## config.mk

```make
export PLATFORM = sky130hd
export DESIGN_NAME = stack_unstack_controller
export DESIGN_NICKNAME = d
export VERILOG_FILES = /design/src/rtl/cpu_pkg.sv /design/src/rtl/stack_unstack_controller.sv
export SDC_FILE = /design/constraint.sdc
export NUM_CORES = 1
export LEC_CHECK = 0
export ABC_AREA = 0
export CELL_PAD_IN_SITES_DETAIL_PLACEMENT = 0
export CELL_PAD_IN_SITES_GLOBAL_PLACEMENT = 2
export CORE_UTILIZATION = 37
export CTS_CLUSTER_SIZE = 28
export DETAILED_ROUTE_END_ITERATION = 7
export PLACE_DENSITY = 0.84
export SETUP_SLACK_MARGIN = 0.15
export SLEW_MARGIN = 20
export SYNTH_ARGS = -nofsm -noshare
export SYNTH_HDL_FRONTEND = slang
export SYNTH_SLANG_ARGS = --single-unit
```

## constraint.sdc

```tcl
create_clock -name clk -period 3.94 [get_ports clk]
set_clock_uncertainty 0.1 [all_clocks]
set_input_delay 0.788 -clock clk [delete_from_list [all_inputs] [get_ports clk]]
set_output_delay 0.788 -clock clk [all_outputs]
set_load 0.01 [all_outputs]
```

## src/rtl/cpu_pkg.sv

```systemverilog
// Shared CPU definitions for the RET/RTI unstack sequencer and the memory-stage push side.
// Stack layout constants must agree between the push and pop paths.
package cpu_pkg;

  localparam int DATA_WIDTH = 16;
  localparam int PC_WIDTH   = 32;
  localparam int FLAG_WIDTH = 3;

  // Push order: slot 0 is pushed first, so it is popped last.
  localparam int PUSH_SLOT_PC_HI = 0;
  localparam int PUSH_SLOT_PC_LO = 1;
  localparam int PUSH_SLOT_FLAGS = 2;

  typedef enum logic [2:0] {
    ST_IDLE      = 3'd0,
    ST_POP_FLAGS = 3'd1,
    ST_POP_LO    = 3'd2,
    ST_POP_HI    = 3'd3,
    ST_DRAIN     = 3'd4
  } unstack_state_t;

  typedef enum logic [1:0] {
    TAG_NONE  = 2'd0,
    TAG_FLAGS = 2'd1,
    TAG_LO    = 2'd2,
    TAG_HI    = 2'd3
  } pop_tag_t;

endpackage

```

## src/rtl/stack_unstack_controller.sv

```systemverilog
// RET/RTI unstack sequencer: pops flags/pc_lo/pc_hi, captures each word one cycle
// after its pop is accepted, and presents the return PC and flags with load strobes.
module stack_unstack_controller
  import cpu_pkg::*;
(
  input  logic                  clk,
  input  logic                  reset,
  input  logic                  start,
  input  logic                  is_rti,
  input  logic                  mem_ready,
  input  logic [DATA_WIDTH-1:0] data_in,
  output logic                  mem_pop,
  output logic                  mem_read,
  output logic                  busy,
  output logic [PC_WIDTH-1:0]   pc_out,
  output logic [FLAG_WIDTH-1:0] flags_out,
  output logic                  pc_load,
  output logic                  flags_load,
  output logic                  done,
  output unstack_state_t        dbg_state
);

  // Handshake: a pop is accepted on a rising edge where mem_pop && mem_ready;
  // mem_pop stays asserted until accepted, and data_in is sampled one cycle later.

  unstack_state_t              state;
  pop_tag_t                    tag_q;
  logic                        rti_q;
  logic [DATA_WIDTH-1:0]       pc_lo_q;
  logic [FLAG_WIDTH-1:0]       flags_q;

  always_ff @(posedge clk or negedge reset) begin
    if (!reset) begin
      state      <= ST_IDLE;
      tag_q      <= TAG_NONE;
      rti_q      <= 1'b0;
      pc_lo_q    <= '0;
      flags_q    <= '0;
      pc_out     <= '0;
      flags_out  <= '0;
      mem_pop    <= 1'b0;
      pc_load    <= 1'b0;
      flags_load <= 1'b0;
      done       <= 1'b0;
    end else begin
      done       <= 1'b0;
      pc_load    <= 1'b0;
      flags_load <= 1'b0;
      tag_q      <= TAG_NONE;

      // Capture the word returned for the pop accepted last cycle.
      case (tag_q)
        TAG_FLAGS: flags_q <= data_in[FLAG_WIDTH-1:0];
        TAG_LO:    pc_lo_q <= data_in;
        default:   ;
      endcase

      case (state)
        ST_IDLE: begin
          if (start) begin
            rti_q   <= is_rti;
            state   <= is_rti ? ST_POP_FLAGS : ST_POP_LO;
            mem_pop <= 1'b1;
          end
        end
        ST_POP_FLAGS: begin
          if (mem_ready) begin
            tag_q <= TAG_FLAGS;
            state <= ST_POP_LO;
          end
        end
        ST_POP_LO: begin
          if (mem_ready) begin
            tag_q <= TAG_LO;
            state <= ST_POP_HI;
          end
        end
        ST_POP_HI: begin
          if (mem_ready) begin
            tag_q   <= TAG_HI;
            state   <= ST_DRAIN;
            mem_pop <= 1'b0;
          end
        end
        ST_DRAIN: begin
          // The high word arrives now; it goes straight into the presented PC.
          if (tag_q == TAG_HI) begin
            pc_out <= {data_in, pc_lo_q};
          end
          if (rti_q) begin
            flags_out <= flags_q;
          end
          done       <= 1'b1;
          pc_load    <= 1'b1;
          flags_load <= rti_q;
          state      <= ST_IDLE;
        end
        default: begin
          state   <= ST_IDLE;
          mem_pop <= 1'b0;
        end
      endcase
    end
  end

  assign mem_read  = mem_pop;
  assign busy      = (state != ST_IDLE);
  assign dbg_state = state;

endmodule

```

# Word level (Yosys, flattened, before mapping)
# Cells that the tools add are included.
dict set report op_classes {
  muxes 15
  bitwise 1
  n_reduce_logical 8
  eq_ne 11
}
# operator n
set ops {}
lappend ops {{3-bit 2-to-1 mux} 4}
lappend ops {{3-bit one-hot mux with 4 select lines} 1}
lappend ops {{2-bit != test (second input constant)} 4}
lappend ops {{3-bit by 2-bit equality test with 1-bit output (second input constant)} 2}
lappend ops {{2-bit 2-to-1 mux} 3}
lappend ops {{2-bit one-hot mux with 3 select lines} 1}
lappend ops {{2-bit AND reduction} 3}
lappend ops {{1-bit 2-to-1 mux} 5}
lappend ops {{2-bit equality test (second input constant)} 2}
lappend ops {{4-bit AND reduction} 1}
lappend ops {{3-bit by 1-bit equality test with 1-bit output (second input constant)} 1}
lappend ops {{3-bit equality test (second input constant)} 1}
lappend ops {{3-bit zero test} 1}
lappend ops {{1-bit one-hot mux with 3 select lines} 1}
lappend ops {{3-bit AND reduction} 1}
lappend ops {{3-bit nonzero test} 1}
lappend ops {{3-bit OR reduction} 1}
lappend ops {{2-bit by 1-bit equality test with 1-bit output (second input constant)} 1}
lappend ops {{1-bit NOT} 1}
dict set report totals {
  input_bits 21
  output_inout_bits 44
  register_bits 63
}

# Depth between registers and ports, before layout
# Gate-level depths: netlist of run 1.
dict set report depth {
  depth_word 4
  mapped_depth 6
  mapped_depth_nobuf 3
}

# Worst setup path before layout of run 1
# OpenSTA, ideal clock, no wires.
dict set report synth_path {
  path_type {register -> output}
  start {register state[1] (netlist: dbg_state[1])}
  end {output busy}
  setup_slack_ns 2.004
  t_arrival_ns 1.048
  stages_incl_launch_ff 3
  n_path_buf 1
  cell_sequence {dfrtp_1 -> buf_2 -> or3_2}
}
dict set report synth_between {
  elab_chain_len 1
}
# element line
set synth_lines {}
lappend synth_lines {{start, declared} stack_unstack_controller.sv:26} ;# unstack_state_t state;
lappend synth_lines {{start signal, assigned} stack_unstack_controller.sv:62} ;# state <= is_rti ? ST_POP_FLAGS : ST_POP_LO;
lappend synth_lines {{3-bit nonzero test} stack_unstack_controller.sv:107} ;# assign busy = (state != ST_IDLE);
lappend synth_lines {{end, declared} stack_unstack_controller.sv:14} ;# output logic busy,
# Every way passes these cells.

# Final worst setup path of run 1
# Same ends and word-level chain as after synthesis.

==> results of run 1 <==
## cells in the mapped netlist (2+ instances only)
master and number:
buf_2 3, nand2b_1 2, buf_12 4, mux2_2 25, buf_4 3, nor2_1 3, mux2_4 30, dfrtp_1 63
a21oi_1 2
## kinds of logic (layout without fill, tap and decap cells)
logic type	Yosys count	count (layout)	share of synthesized area [%]
flip-flops	63	63	60.6
AO/OA/AOI/OAI	7	7	1.88
buffers and inverters	12	82	4.81
AND/OR/NAND/NOR	16	16	4.62
multiplexers	55	55	28.1
## state kept, by name (all words and copies together) (netlist names)
name,cells
pc_out,32
pc_lo_q,16
dbg_state,3
flags_out,3
flags_q,3
tag_q,2
done,1
flags_load,1
mem_pop,1
rti_q,1
## layer usage
metal / GRT usage, % / vias to the layer above
li1: - / 665
met1: 18.2 / 699
met2: 17.9 / 54
met3: 4.62 / 11
met4: 7.27 / 0
met5: 0 / -
## final cells by class
| cell class | count | area, µm² | share of cell area (%) |
|---|---|---|---|
| sequential | 63 | 1580 | 45.6 |
| tap | 96 | 120 | 3.48 |
| clock buffer | 12 | 155 | 4.49 |
| inverter | 1 | 3.75 | 0.109 |
| timing repair buffer | 65 | 646 | 18.7 |
| multi-input combinational | 78 | 901 | 26.1 |
| clock inverter | 4 | 53.8 | 1.56 |
## worst reg2reg max path, stage by stage (launching register included)
cell and delay, ns:
dfrtp_1 0.49, nor3b_4 0.27, and3_4 0.62, mux2_2 0.41
## power groups by stage
stage | sequential, mW | combinational, mW | clock, mW
finish | 0.975 | 0.599 | 0.575
global placement | 0.980 | 0.599 | 0
global route | 1.01 | 0.647 | 0.627
detailed placement | 0.986 | 0.606 | 0
CTS | 0.977 | 0.609 | 0.594
floorplan | 0.981 | 0.341 | 0
## stage by stage
stage | hold slack, ns | power [mW] | cells | setup slack [ns] | instance area (µm²)
floorplan | 0.370 | 1.32 | 153 | 2.00 | 2600
detailed placement | 0.386 | 1.59 | 303 | 1.60 | 3250
finish | 0.370 | 2.15 | 319 | 1.26 | 3460
CTS | 0.390 | 2.18 | 319 | 1.22 | 3460
global route | 0.417 | 2.28 | 319 | 1.18 | 3460
global placement | 0.381 | 1.58 | 303 | 1.62 | 3240
## worst max-delay path by stage
stage                      end  slack, ns         start
after global placement    busy       1.62  dbg_state[2]
after global routing      busy       1.18  dbg_state[1]
after floorplan           busy       2.00  dbg_state[1]
final                     busy       1.26  dbg_state[1]
after detailed placement  busy       1.60  dbg_state[1]
after CTS                 busy       1.22  dbg_state[1]
==> impl_results.md, run 1 <==
- Outcome: finished, final reports clean
- Post-CTS resize count: 0
- Post-synth EDFFs: 0
- Cells after Synth: 153
- Hold WC Path Type: input pin to async pin
- Final min period: ~2.7 ns
- Cell taking the most area after synthesis: dfrtp_1
- Antenna cells: 0
- # port buffers: 64
- CTS buffer count: 9
- # Post-CTS Setup Buffers: 0
- Setup_tns: 0 ns
- Combinational share of power: between 20 and 30%
- WP depth: 2
- Core area: between 0.006 and 0.007 mm²
- WL met3: around 290 µm
- Avg Synthesized Cell Area: around 17 µm²
- Distinct cells, synth: 27
- Cell leakage power: roughly 1.5 nW
- Synth area leaders: dfrtp_1, mux2_4, mux2_2
- Worst Setup Start Kind: flip-flop
- # hold bufs at CTS: 0
- Sequential-to-total area share from yosys stat: roughly three fifths
- H-tree depth: 3
- Critical Path Slowest Stage Cell: dfrtp_1
- Vias: around 1.4k
- ANT nets after route: 0
- Initial antenna violation count: 0
- Crit-path leading delay family: flip-flops
- Drt wl/cell: 13.4 µm
- Synthesized cell area: 0.00260 mm²
- 1st-pass router iterations: 3
- Total congestion overflow: 0
- IO Pins: 65
- Crit share post-route: slightly below 70%
- DP HPWL: about 2800 µm
- Worst slew pin tran: approximately 0.84 ns
- NumNets Final: roughly 240
- DRT Wirelength: 4290 µm
- Reg2Reg Depth: 3
- Initial core utilization: 38.3%
- Kind of critical path: flip-flop to output pin
- CP Buf/Inv Count: 1
- Vias in the first global route: about 1.5k
- Fill cells: 568
- Pint: 1.57 mW
- Row count: 30
- FF-to-FF setup slack: around 1.9 ns
- Largest net degree at the start of global routing: between 50 and 60
- M1 WL: 2120 µm
- Setup crit end kind: output pin
- Num Clock Sinks: 63
- Reg-to-reg startpoint: dbg_state[2]
- Clk pwr share: between 20% and 30%
- Longest Clk Path Bufs: 2
- Part of the power in registers: 45.4%
- Ys flop type: dfrtp_1
- Headroom to the max-slew limit: 44.3%
- Fin. max-slew vios: 0
- Yosys Warn Count: 0
- Switching pwr: around 570 µW
- Yosys top cell area share: about three fifths
- CP cell instances: or3_2 > clkdlybuf4s50_1
- Syn nets: about 170
- DR vias/cell: between 4 and 5
- Critical Path RT: about 3.1 ns
- Synth async-reset ratio: 100%
- Area growth, synth to finish: 32.8%
- Share of post-route cells with drive strength above 1: 35.0%
- Max incr delay on CP: around 0.49 ns
- RSZ-0062 raised after global routing: false
- Clk slew on worst S/H paths: 0.07 ns
- Peak supply drop: roughly 0.33 mV
- TritonCTS clock tree: built
- Yosys reg bits: 63
- Met2 Wirelength: between 1500 and 2000 µm
- Most frequent cells in the layout: dfrtp_1, clkdlybuf4s50_1, mux2_4
- Reg-to-Reg End: pc_out[3]
- Clock Root Buffer: clkbuf_8
- First-pass GRT wire length: approximately 7300 µm
- Iter 0 DRT Violations: 20
- Max-Cap Viols: 0
- Die footprint: 0.00737 mm²
- Placer Congestion: 0.688
- PwrDens: 622 mW/mm²
- GR Util All Layers: around an eighth
- Latest clock arrival within the worst-skew pair: between 0.3 and 0.4 ns
- Switch share: a little over a quarter
- Die width: between 80 and 90 µm
- DRC Markers: 0
- Achievable Freq: between 300 and 400 MHz
- Setup violators final: 0
- Final hold violations: 0
- Top layer in use: met4
- Worst-path maximum fanout: 10
- Arr. time, crit path: ~1.8 ns
- Final core occ: 50.9%
- Die height: 85.9 µm
Note: power is estimated with default switching activity, not from simulation.
==> inputs of run 2 (changes only) <==
Settings changed: CORE_UTILIZATION 37 to 31, PLACE_DENSITY 0.84 to 0.75.
Clock period 3.94 ns to 2.3 ns, I/O delays scaled along.
==> impl_results.md, run 2 (same netlist as run 1, synthesis figures left out) <==
- Design area: between 0.003 and 0.004 mm²
- DP HPWL: between 2000 and 3000 µm
- Placed Instances: 314
- Setup violators final: 0
- Worst-path maximum fanout: 2
- Row count: 33
- IO Pins: 65
- Placed cell area: approximately 0.0033 mm²
- Outcome: finished, final reports clean
- Total congestion overflow: 0
- Placer Congestion: about 0.66
- Clk slew on worst S/H paths: ~0.07 ns
- Headroom to the max-slew limit: approximately 80%
- PwrDens: ~1100 mW/mm²
- Die footprint: a little under 0.009 mm²
- Fill cells: 758
- Initial antenna violation count: 0
- Hold WC Path Type: input pin to async pin
- Die width: ~94 µm
- First-pass GRT wire length: 7560 µm
- Longest Clk Path Bufs: 2
- Fin. max-slew vios: 0
- NumNets Final: roughly 240
- Total power: roughly 3.8 mW
- DRT Wirelength: between 4000 and 5000 µm
- Final hold violations: 0
- Latest clock arrival within the worst-skew pair: 0.33 ns
- Drt wl/cell: between 10 and 15 µm
- H-tree depth: 3
- Dpl ws: approximately 0.31 ns
- Clk pwr share: between 20% and 30%
- # hold bufs at CTS: 0
- TritonCTS clock tree: built
- Antenna cells: 0
- Area growth, synth to finish: 36.3%
- CTS buffer count: 9
- Setup_tns: 0 ns
- Worst Setup Start Kind: flip-flop
- Achievable Freq: 487 MHz
- Num Clock Sinks: 63
- Initial core utilization: 31.8%
- Critical Path RT: ~1.7 ns
- Clock Root Buffer: clkbuf_8
- Worst setup margin: 0.247 ns
- FF-to-FF setup slack: just under 0.4 ns
- Switch share: 25.9%
- Largest net degree at the start of global routing: between 60 and 70
- Share of post-route cells with drive strength above 1: between 30% and 40%
- DRC Markers: 0
- Kind of critical path: flip-flop to output pin
- Arr. time, crit path: between 1 and 1.5 ns
- Most frequent cells in the layout: clkdlybuf4s50_1, dfrtp_1, mux2_4
- Regs by FF count: pc_out (32), pc_lo_q (16)
- DR vias/cell: between 4 and 5
- Max-Cap Viols: 0
- GR Util All Layers: between 10% and 20%
- Vias in the first global route: roughly 1.5k
- Most common cell after layout, fill and taps aside: clkdlybuf4s50_1
- Die height: about 94 µm
- ANT nets after route: 0
- Max FFs per register: 32
- Final min period: slightly above 2 ns
- Core area: between 0.008 and 0.009 mm²
- Worst slew pin tran: 0.333 ns
- Cell leakage power: approximately 1.6 nW
- Vias: 1,456
- Largest Register: pc_out
- 1st-pass router iterations: 4
- RSZ-0062 raised after global routing: false
- Combinational share of power: 29.4%
- Iter 0 DRT Violations: 25
- Part of the power in registers: 42.8%
- Final core occ: 43.4%
- Setup crit end kind: output pin
- # port buffers: 64
- Crit share post-route: between 80% and 90%
- Final Non-Filler Cells: around 330
- Switching pwr: approximately 1000 µW
- Hold_ws: 0.0418 ns
- Pint: 2.82 mW
- Peak supply drop: between 0.5 and 0.6 mV
-- run 2: cell count changes in the layout (fill, tap and decap cells not counted), sizes merged --
| cell | change |
|---|---|
| clkbuf | +2 |
| dlygate4sd2 | +1 |
| clkdlybuf4s50 | -1 |
| clkinvlp | -2 |
| buf | +5 |
-- run 2: cell type report --
class	instances	area, µm²	share of cell area [%]
Clock buffer	14	193	5.43
Clock inverter	2	35.0	0.987
Inverter	1	3.75	0.106
Multi-Input combinational cell	78	901	25.4
Sequential cell	63	1580	44.5
Tap cell	105	131	3.70
Timing Repair Buffer	70	704	19.9
-- run 2: power by group through the flow --
stage                     Sequential (mW)  Combinational [mW]  Clock [mW]
after floorplan                      1.68               0.585           0
after global placement               1.68                1.05           0
after detailed placement             1.69                1.05           0
after CTS                            1.63                1.14        1.09
after global routing                 1.67                1.21        1.14
final                                1.63                1.12        1.05
-- run 2: path summary, 6_finish.rpt --
kind / from / cells after the start / endpoint
min reg2reg: rti_q / 1 / rti_q
max reg2reg: dbg_state[1] / 5 / pc_out[26]
min in group clk: rti_q / 1 / rti_q
max: dbg_state[2] / 2 / busy
min: reset / 2 / pc_out[6]
max in group asynchronous: reset / 2 / dbg_state[1]
-- run 2: worst max-delay path, stage by stage (launching register included) --
cell	delay, ns
dfrtp_2	0.41
or3_2	0.46
dlygate4sd2_1	0.29
-- run 2: repair_timing --
| item | CTS | global route |
|---|---|---|
| setup buffers | 3 | 0 |
| endpoints found under the setup margin | 1 | 0 |
| resized for setup | 4 | 0 |
-- run 2: metal layers --
layer	vias to the layer above	share of wire (%)	track usage, %
li1	675	-	-
met1	722	49	16.0
met2	54	42	15.7
met3	5	7.5	4.47
met4	0	0.94	5.77
met5	-	0	0
==> RTL edit, RTL diff (settings of run 2) <==
Change the package constant `FLAG_WIDTH` from 3 to 5.
--- a/src/rtl/cpu_pkg.sv
+++ b/src/rtl/cpu_pkg.sv
@@ -4,7 +4,7 @@
 
   localparam int DATA_WIDTH = 16;
   localparam int PC_WIDTH   = 32;
-  localparam int FLAG_WIDTH = 3;
+  localparam int FLAG_WIDTH = 5;
 
   // Push order: slot 0 is pushed first, so it is popped last.
   localparam int PUSH_SLOT_PC_HI = 0;
Interface: changed (resized flags_out); port bits go from 65 to 67. The function was not compared with the original's and may differ.
==> RTL edit against run 2 <==
Combinational power up 6%. Design area is 5.1% higher. Area after synthesis increased by 5.7%. Wire length rose by 7.1%. Hold slack got worse by 3.1 ps. Setup slack gained 1.4 ps. Non-clock buffer count increased by 4. Sequential share of layout area is 0.53 points higher. Sequential cell count is 4 higher. Total power increased by 5.2%.
==> RTL edit: results (changes against run 2) <==
[metrics] Nets: 256 (+4.9%)
[metrics] Filler Cell Count: 765 (+0.92%)
[metrics] fraction of final layout cells sized beyond drive strength 1: 38.5% (+0.34 points)
[metrics] Diodes inserted: 0 (unchanged)
[metrics] TritonCTS Buffers: 9 (unchanged)
[metrics] CTS HTree Levels: 3 (unchanged)
[metrics] Place WS: 301 ps (-13.2 ps)
[metrics] endpoint arrival time on the critical path: 1490 ps (about the same)
[metrics] classification of the worst-slack hold path: input port to async pin
[metrics] placed cell count: 326 (+3.8%)
[metrics] via count of the first global-routing pass: 1470 (-0.27%)
[metrics] iteration count of the initial detailed-routing pass: 4 (unchanged)
[metrics] routability cong.: 0.754 (+15%)
[metrics] VDD IR max: 0.437 mV (-26%)
[metrics] register area share after synthesis: 61.0% (+0.39 points)
[metrics] run status: finished, final reports clean
[metrics] global-route wire length before repair: 8.02 mm (+6.1%)
[metrics] Synthesized Nets: 182 (+4.6%)
[metrics] Post-synth top flop: sky130_fd_sc_hd__dfrtp_1
[metrics] LEAKAGE: 1.64 nW (+4.9%)
[metrics] all-layer global routing usage: 11.9% (+0.27 points)
[metrics] biggest area contributors in the synthesized netlist: sky130_fd_sc_hd__dfrtp_1 61%, sky130_fd_sc_hd__mux2_4 16%, sky130_fd_sc_hd__mux2_2 12%
[metrics] DRC marker count from the first detailed-route iteration: 38 (+52%)
[metrics] buffer cell driving the clock tree root: sky130_fd_sc_hd__clkbuf_8
[metrics] half-perimeter wire length after detailed placement: 3.42 mm (+14%)
[metrics] proportion of synthesized flip-flops having asynchronous set or reset: 100% (unchanged)
[metrics] max_slew headroom: 56.3% (-22 points)
[metrics] final routed wire length divided by cell count: 14.5 um (+3.7%)
[metrics] count of mapped cells out of synthesis: 161 (+5.2%)
[metrics] via/cell ratio: 4.52 (+3.3%)
[metrics] top post-synthesis cells by count: 67 x sky130_fd_sc_hd__dfrtp_1, 30 x sky130_fd_sc_hd__mux2_4, 29 x sky130_fd_sc_hd__mux2_2
[metrics] total number of vias: 1554 (+6.7%)
[metrics] maximum number of pins on one net before global-route repair: 38 (-41%)
[metrics] port bufs: 66 (+3.1%)
-- RTL edit: cell count changes after synthesis --
cell / delta
sky130_fd_sc_hd__dfrtp_1: +4
sky130_fd_sc_hd__buf_4: +1
sky130_fd_sc_hd__buf_2: -1
sky130_fd_sc_hd__mux2_2: +4
-- RTL edit: layer usage --
layer | vias to the layer above | wire length, um | track usage [%]
met5 | - | 0 | 0
met4 | 0 | 83 | 4.48
met3 | 13 | 405 | 4.74
met2 | 64 | 2060 | 16.4
met1 | 765 | 2440 | 16.6
li1 | 712 | - | -
-- RTL edit: kinds of logic after synthesis --
family	synth area share, %
AOI/OAI and AO/OA	1.77
DFF	61.0
buffers and inverters	4.64
muxes	28.3
and+or+nand+nor	4.37
-- RTL edit: critical path, stage by stage (launching register included) --
cell,delay (ps)
sky130_fd_sc_hd__dfrtp_2,410
sky130_fd_sc_hd__or3_2,460
sky130_fd_sc_hd__dlygate4sd2_1,290
-- RTL edit: metrics by stage --
step                area (um2)  hold WS, ps
floorplan                 2750         64.4
global placement          3490          381
detailed placement        3490          385
CTS                       3730         54.5
global route              3730         93.9
finish                    3730         38.7
-- RTL edit: cell type report --
cell class	count	area (um2)	area share (%)
multi-input cells	82	946	25.4
repair buffers	74	752	20.2
clock buffers	10	138	3.69
flip-flops and latches	67	1680	45.1
inverters	1	3.75	0.101
well taps	105	131	3.52
clock inverters	5	77.6	2.08
-- RTL edit: path summary, 6_finish.rpt --
kind                              startpoint  slack [ps]  depth (start not counted)          end
worst max register to register  dbg_state[1]         380                          5   pc_out[26]
worst min register to register   pc_lo_q[14]         390                          1   pc_out[14]
worst max-delay path            dbg_state[2]         250                          2         busy
worst min-delay path                   reset          40                          1    pc_out[5]
max in group asynchronous              reset        1430                          2  pc_lo_q[14]
min in group clk                 pc_lo_q[14]         390                          1   pc_out[14]
-- RTL edit: what timing repair did --
item,in CTS,in global routing
resized for setup,4,0
hold endpoints to repair,0,0
endpoints found under the setup margin,1,0
setup buffers,3,0
-- RTL edit: power by group --
part | total (mW) | internal (mW) | switching (mW)
logic | 1.19 | 0.766 | 0.427
clock network | 1.06 | 0.630 | 0.430
registers | 1.74 | 1.55 | 0.192
total | 4.00 | 2.95 | 1.05
